$ cat config.mk
export PLATFORM = sky130hd
export DESIGN_NAME = pipeline_ctrl
export DESIGN_NICKNAME = d
export VERILOG_FILES = /design/src/rtl/pipeline_ctrl.sv
export SDC_FILE = /design/constraint.sdc
export NUM_CORES = 1
export LEC_CHECK = 0
export ABC_CLOCK_PERIOD_IN_PS = 1750
export BUFFER_PORTS_ARGS = -buffer_cell sky130_fd_sc_hd__buf_2
export CAP_MARGIN = 40
export CORE_ASPECT_RATIO = 0.7
export CORE_UTILIZATION = 40
export DETAILED_ROUTE_END_ITERATION = 10
export GPL_ROUTABILITY_DRIVEN = 0
export PLACE_DENSITY = 0.87
export SLEW_MARGIN = 10
export SYNTH_ARGS = -nofsm -noshare
export SYNTH_HDL_FRONTEND = slang
export SYNTH_SLANG_ARGS = --single-unit
$ cat constraint.sdc
create_clock -name clk -period 1.75 [get_ports clk]
set_input_delay 0.175 -clock clk [delete_from_list [all_inputs] [get_ports clk]]
set_output_delay 0.175 -clock clk [all_outputs]
set_load 0.05 [all_outputs]
$ cat src/rtl/pipeline_ctrl.sv
// Hazard/sequencing controller for the 5-stage RV32I pipeline: per-stage stall/flush,
// PC redirect, and the interrupt entry/exit state machine with its IACK_n handshake.
module pipeline_ctrl #(
  parameter logic [31:0] VEC_BASE   = 32'h0000_0100,
  parameter logic [31:0] VEC_STRIDE = 32'h0000_0010
) (
  input  logic        clk,
  input  logic        rst_n,
  input  logic        ACKI_n,
  input  logic        ACKD_n,
  input  logic        mreq,
  input  logic        load_use,
  input  logic        jump_ex,
  input  logic        jump_mem,
  input  logic        jump_wb,
  input  logic        mret_ex,
  input  logic [31:0] pc_id,
  input  logic [2:0]  OINT_n,
  output logic        IACK_n,
  output logic        stall_pc,
  output logic        stall_if_id,
  output logic        stall_id_ex,
  output logic        stall_ex_mem,
  output logic        stall_mem_wb,
  output logic        flush_if_id,
  output logic        flush_id_ex,
  output logic        flush_ex_mem,
  output logic        redirect,
  output logic [31:0] redirect_pc,
  output logic [31:0] epc,
  output logic [1:0]  cause,
  output logic        mie
);

  typedef enum logic [1:0] {RUN, ACK, REDIRECT} state_t;

  state_t      state, state_next;
  logic [2:0]  irq_meta, irq;
  logic [1:0]  lvl;
  logic        pending, irq_cause, dmem_wait, take_ok;
  logic        valid_id, set_mie, clr_mie, load_irq;
  logic [31:0] vec_pc;

  // Flops hold the inverted (active-high) request so reset means "nothing pending".
  always_ff @(posedge clk or negedge rst_n) begin
    if (!rst_n) begin
      irq_meta <= 3'b000;
      irq      <= 3'b000;
    end else begin
      irq_meta <= ~OINT_n;
      irq      <= irq_meta;
    end
  end

  always_comb begin
    if (irq[2])      lvl = 2'd2;
    else if (irq[1]) lvl = 2'd1;
    else             lvl = 2'd0;
  end

  always_comb begin
    case (cause)
      2'd2:    irq_cause = irq[2];
      2'd1:    irq_cause = irq[1];
      default: irq_cause = irq[0];
    endcase
  end

  assign pending   = |irq;
  assign dmem_wait = mreq & ACKD_n;
  assign take_ok   = pending & mie & valid_id & ~jump_ex & ~jump_mem & ~ACKI_n;
  assign vec_pc    = VEC_BASE + VEC_STRIDE * {30'd0, cause};

  always_comb begin
    state_next   = state;
    stall_pc     = 1'b0;
    stall_if_id  = 1'b0;
    stall_id_ex  = 1'b0;
    stall_ex_mem = 1'b0;
    stall_mem_wb = 1'b0;
    flush_if_id  = 1'b0;
    flush_id_ex  = 1'b0;
    flush_ex_mem = 1'b0;
    redirect     = 1'b0;
    redirect_pc  = 32'd0;
    set_mie      = 1'b0;
    clr_mie      = 1'b0;
    load_irq     = 1'b0;
    case (state)
      RUN: begin
        if (dmem_wait) begin
          {stall_pc, stall_if_id, stall_id_ex, stall_ex_mem, stall_mem_wb} = 5'b11111;
        end else if (jump_wb) begin
          {flush_if_id, flush_id_ex, flush_ex_mem} = 3'b111;
        end else if (mret_ex) begin
          redirect    = 1'b1;
          redirect_pc = epc;
          flush_if_id = 1'b1;
          flush_id_ex = 1'b1;
          set_mie     = 1'b1;
        end else if (load_use) begin
          stall_pc    = 1'b1;
          stall_if_id = 1'b1;
          flush_id_ex = 1'b1;
        end else if (take_ok) begin
          stall_pc    = 1'b1;
          flush_if_id = 1'b1;
          load_irq    = 1'b1;
          state_next  = ACK;
        end else if (ACKI_n) begin
          stall_pc    = 1'b1;
          flush_if_id = 1'b1;
        end
      end
      ACK: begin
        // Fetch is frozen and bubbles fed in so older instructions drain while acknowledged.
        if (dmem_wait) begin
          {stall_pc, stall_if_id, stall_id_ex, stall_ex_mem, stall_mem_wb} = 5'b11111;
        end else begin
          stall_pc    = 1'b1;
          flush_if_id = 1'b1;
        end
        if (!irq_cause) state_next = REDIRECT;
      end
      REDIRECT: begin
        redirect    = 1'b1;
        redirect_pc = vec_pc;
        if (dmem_wait) begin
          {stall_pc, stall_if_id, stall_id_ex, stall_ex_mem, stall_mem_wb} = 5'b11111;
        end else begin
          flush_if_id = 1'b1;
          clr_mie     = 1'b1;
          state_next  = RUN;
        end
      end
      default: state_next = RUN;
    endcase
  end

  always_ff @(posedge clk or negedge rst_n) begin
    if (!rst_n) begin
      state    <= RUN;
      IACK_n   <= 1'b1;
      mie      <= 1'b1;
      epc      <= 32'd0;
      cause    <= 2'd0;
      valid_id <= 1'b0;
    end else begin
      state  <= state_next;
      IACK_n <= (state_next != ACK);
      if (set_mie)      mie <= 1'b1;
      else if (clr_mie) mie <= 1'b0;
      if (load_irq) begin
        epc   <= pc_id;
        cause <= lvl;
      end
      if (flush_if_id)       valid_id <= 1'b0;
      else if (!stall_if_id) valid_id <= 1'b1;
    end
  end

endmodule

# Yosys cells after proc, flatten, opt, wreduce, memory -nomap -nowiden
# Cells that the tools add are included.
# op_classes
n_addsub	1
eq_ne	6
muxes	58
bitwise_logic	10
reduce_logical	5
# ops
operator	count
32-bit two-way mux	3
32-bit one-hot mux with 2 select lines	1
1-bit two-way mux	40
2-bit two-way mux	8
9-bit by 6-bit adder with 10-bit output, first input constant	1
1-bit one-hot mux with 2 select lines	4
1-bit bitwise AND	6
2-bit one-hot mux with 3 select lines	1
3-bit OR reduction	2
2-bit by 1-bit == test with 1-bit output, second input constant	2
2-bit == test, second input constant	2
2-bit by 1-bit != test with 1-bit output, second input constant	2
1-bit inverter	3
3-bit inverter	1
1-bit one-hot mux with 3 select lines	1
2-bit zero test	1
2-bit nonzero test	1
2-bit OR reduction	1
# totals
reg_bits	45
inputBits	45
elab_cells	88

# Depth between registers and ports, before layout
# depth
depth_word	13
depth_mapped	7

# Worst setup path after synthesis
# No wires, ideal clock.
# synth_path
path_kind	reg2reg
from	register mie
to	register valid_id
setup_time_ns	0.281
arrival_ns	3.639
t_required_ns	1.469
path_slack_ns	-2.170
stages_incl_launch_ff	5
path_cell_list	dfstp_2 > and4bb_2 > a21oi_1 > a2111oi_0 > a21oi_1
# synth_between
elab_chain_cells	12
word_cells_on_any_way	13
classes_between	1 x eq/ne; 7 x mux; 5 x bitwise
# synth_rtl
item	line_no	rtl
start, declared	32	output logic mie
start signal, assigned	144	mie <= 1'b1;
start signal, assigned	151	if (set_mie) mie <= 1'b1;
start signal, assigned	152	else if (clr_mie) mie <= 1'b0;
1-bit bitwise AND (*) (5 in a row)	71	assign take_ok = pending & mie & valid_id & ~jump_ex & ~jump_mem & ~ACKI_n;
1-bit two-way mux (*)	105	end else if (take_ok) begin
1-bit two-way mux (*)	101	end else if (load_use) begin
1-bit two-way mux (*)	95	end else if (mret_ex) begin
1-bit two-way mux (*)	93	end else if (jump_wb) begin
1-bit two-way mux (*)	91	if (dmem_wait) begin
1-bit one-hot mux with 2 select lines (*)	89	case (state)
net flush_if_id	25	output logic flush_if_id,
2-bit by 1-bit != test with 1-bit output (no source line) / 1-bit two-way mux (equally long branches)	--	
end signal, assigned	147	valid_id <= 1'b0;
end signal, assigned	157	if (flush_if_id) valid_id <= 1'b0;
end signal, assigned	158	else if (!stall_if_id) valid_id <= 1'b1;
end, declared	41	logic valid_id, set_mie, clr_mie, load_irq;
# The timed path passes the listed nets; every way through them passes the cells marked *.
# A chain may end at the register's enable or synchronous reset.

# Worst setup path after layout
# layout_path
from	register state[0]
to	output port redirect_pc[5]
# layout_between
elab_chain_cells	2
word_cells_on_any_way	3
classes_between	1 x eq/ne; 1 x mux; 1 x reduce/logical
# layout_rtl
item	line_no	rtl
start, declared	37	state_t state, state_next;
start signal, assigned	149	state <= state_next;
2-bit == test / 2-bit zero test (equally long branches)	89	
32-bit one-hot mux with 2 select lines (*)	89	
end, declared	29	output logic [31:0] redirect_pc,
# Every way passes the cells marked *; elsewhere a longest branch is shown, timed or not.

==> results_dict.tcl <==
set metrics [dict create \
    outcome "finished, violations left" \
    violations "setup timing" \
    synth_cell_types 38 \
    yosysMostFrequentCell "dfrtp_1" \
    fin_crit_ns 2.03 \
    worst_pin_slew_ns 0.528 \
    wl_per_cell_um 17.7 \
    fin_cells 409 \
    die-area_um2 5780 \
    hold_viol 0 \
    holdPathEnd "irq_meta[1]" \
    critPathKind "reg2out" \
    min-delay-start "OINT_n[1]" \
    port_buffers 121 \
    end_kind "output port" \
    synthArstFlopShare_pct 100 \
    rows 22 \
    grt_usage_pct 23.8 \
    ant_nets 0 \
    ys_seq_elements 45 \
    fmax_ghz 0.493 \
    synthTopCellsByArea "dfrtp_1 49%, mux2_2 16%, and2_1 8.9%" \
    clkTransAtPathRegs_ns 0.08 \
    design.final.nets 387 \
    timing.setup.tns_ns -10.55 \
    ys_warn_count 0 \
    cts_buffers 5 \
    drv_slew 0 \
    drtIter0Drc 110 \
    crit-reg2reg-launch "mie" \
    grt_pass1_vias 2038 \
    grt_max_degree 24 \
    clock-root-buffer "clkbuf_8" \
    num_io_pins 122 \
    drv_cap 0 \
    worst-path-max-fanout 5 \
    antenna_found_initial 0 \
    grt_setup_unrepaired "true" \
    core_um2 5260 \
    synth_top_cells_by_count "43 x dfrtp_1, 31 x and2_1, 31 x mux2_2" \
    relSlewSlack_pct 64.8 \
    synth_area_per_cell_um2 12.4 \
    hold_path.class "in2reg" \
    p_per_area_nw_per_um2 1090 \
    skew_ns 0.00726 \
    synth-edff-count 0 \
    cp.required_ns 1.57 \
    peakVddDrop_uv 550 \
    clock-sinks 45 \
    critPathLaunchType "flop" \
    viasPerCell 4.95 \
    dp_hpwl_mm 3.85 \
    clock_latency_ns 0.29 \
    rr_endpoint "epc[4]" \
    leakagePower_uw 0.00212 \
    totalWireLength_mm 7.26 \
    min_path_cells 2 \
    reg2reg_slack_ns -0.07 \
    overflow 0 \
    seq_area_frac_synth_pct 51.6 \
    start_util_pct 41.6 \
    synth_top_cell_by_area "dfrtp_1" \
    syn_nets 228 \
    ys.flop_type "dfrtp_1" \
    drive_gt1_share_pct 76.6 \
    synth_top_area_share_pct 49.2 \
    grt_pass1_wl_mm 10.5 \
    chipHeight_um 63.9 \
    firstDrtPassIters 4 \
    fin_crit_sh_pct 116 \
    worstPathArrival_ns 1.85 \
    cts_buffer_depth 2 \
    dp_cells 381 \
    cts_tree "done" \
    fp.dieW_um 90.4 \
    synth_area_um2 2190 \
    layout_setup_ws_ns -0.280 \
    cts_htree_levels 2 \
    syn_inst 177 \
    r2r.worst_path.cells 6 \
    diodes 0 \
    hold_slack_ns 0.0239 \
    area_growth_pct 85.9 \
    drc 0 \
    setup_viol 70 \
    final_util_pct 77.4 \
    dr_total_vias 2025 \
]
==> worst max path at each step <==
stage	end	from	cells after the start	slack [ns]
after floorplan	valid_id	mie	4	-0.30
after global placement	stall_pc	state[1]	6	-0.03
after detailed placement	stall_pc	irq[1]	5	-0.07
after CTS	stall_pc	irq[2]	5	-0.23
after global routing	redirect_pc[5]	state[1]	8	-0.38
final	redirect_pc[5]	state[0]	8	-0.28
==> registers in the layout, indices dropped and copies added (netlist names) <==
name and cells:
irq_meta 3, valid_id 1, mie 1, irq 3, cause 2, state 2, IACK_n 1, epc 32
==> placed cells by master, fill, tap and decap left out, drive strengths merged, types with 2 or more instances in the layout <==
master / n
o31a: 2
a21oi: 5
a22o: 2
and2: 31
a31oi: 2
dfrtp: 43
ha: 6
nand4: 2
a21boi: 2
nand2: 5
mux2: 33
or3b: 2
a21o: 2
inv: 10
nor3: 2
clkbuf: 10
dfstp: 2
nor2: 4
buf: 156
==> layout make-up <==
class | instances | area, um^2
Clock inverter | 1 | 30.0
Sequential cell | 45 | 1130
Fill cell | 325 | 1190
Inverter | 10 | 37.5
Timing Repair Buffer | 160 | 1490
Clock buffer | 7 | 86.3
Tap cell | 72 | 90.1
Multi-Input combinational cell | 114 | 1200
==> report_power, final <==
group | internal (uW) | switching (uW)
Clock | 466 | 344
Combinational | 916 | 1370
Sequential | 1210 | 116
Total | 2590 | 1830
==> timing repair <==
| item | 4_1_cts | 5_1_grt |
|---|---|---|
| buffers inserted | 6 | 5 |
| resized for setup | 130 | 14 |
| pin swaps | 18 | 11 |
| setup endpoints to repair | 46 | 76 |
| endpoints found under the hold margin | 20 | 0 |
| hold buffers | 1 | 0 |
| gates cloned | 5 | 4 |
==> per-stage QoR <==
stage	worst slack [ns]	power, uW	area, um^2
6_report	-0.280	4420	4070
3_3_place_gp	-0.0324	3060	3140
3_5_place_dp	-0.0726	3100	3140
4_1_cts	-0.234	4290	3880
5_1_grt	-0.382	4580	4070
2_1_floorplan	-0.305	2580	2340
==> critical path, cell delays in order (launching register included) <==
cell and delay [ns]:
dfrtp_1 0.40, inv_2 0.08, ha_4 0.15, nand2_4 0.06, nor3b_4 0.23, buf_6 0.20, buf_16 0.13, a22o_1 0.14
buf_6 0.16
==> kinds of logic (layout without fill, tap and decap cells) <==
| group | count (synthesis) | after routing | synth area share, % |
|---|---|---|---|
| buffers and inverters | 18 | 178 | 4.46 |
| adder cells (fa/ha/maj) | 6 | 6 | 3.43 |
| flip-flops | 45 | 45 | 51.6 |
| AND/OR/NAND/NOR | 54 | 54 | 16.6 |
| AO/OA/AOI/OAI | 21 | 21 | 6.98 |
| multiplexers | 33 | 33 | 17.0 |
==> routing by layer <==
metal	routed length, um	track usage [%]	share of wire (%)
met4	70	5.24	0.96
met3	438	5.12	6.0
met5	0	0	0
met2	3690	40.9	51
met1	3050	31.0	42
(Power assumes the default switching activity.)
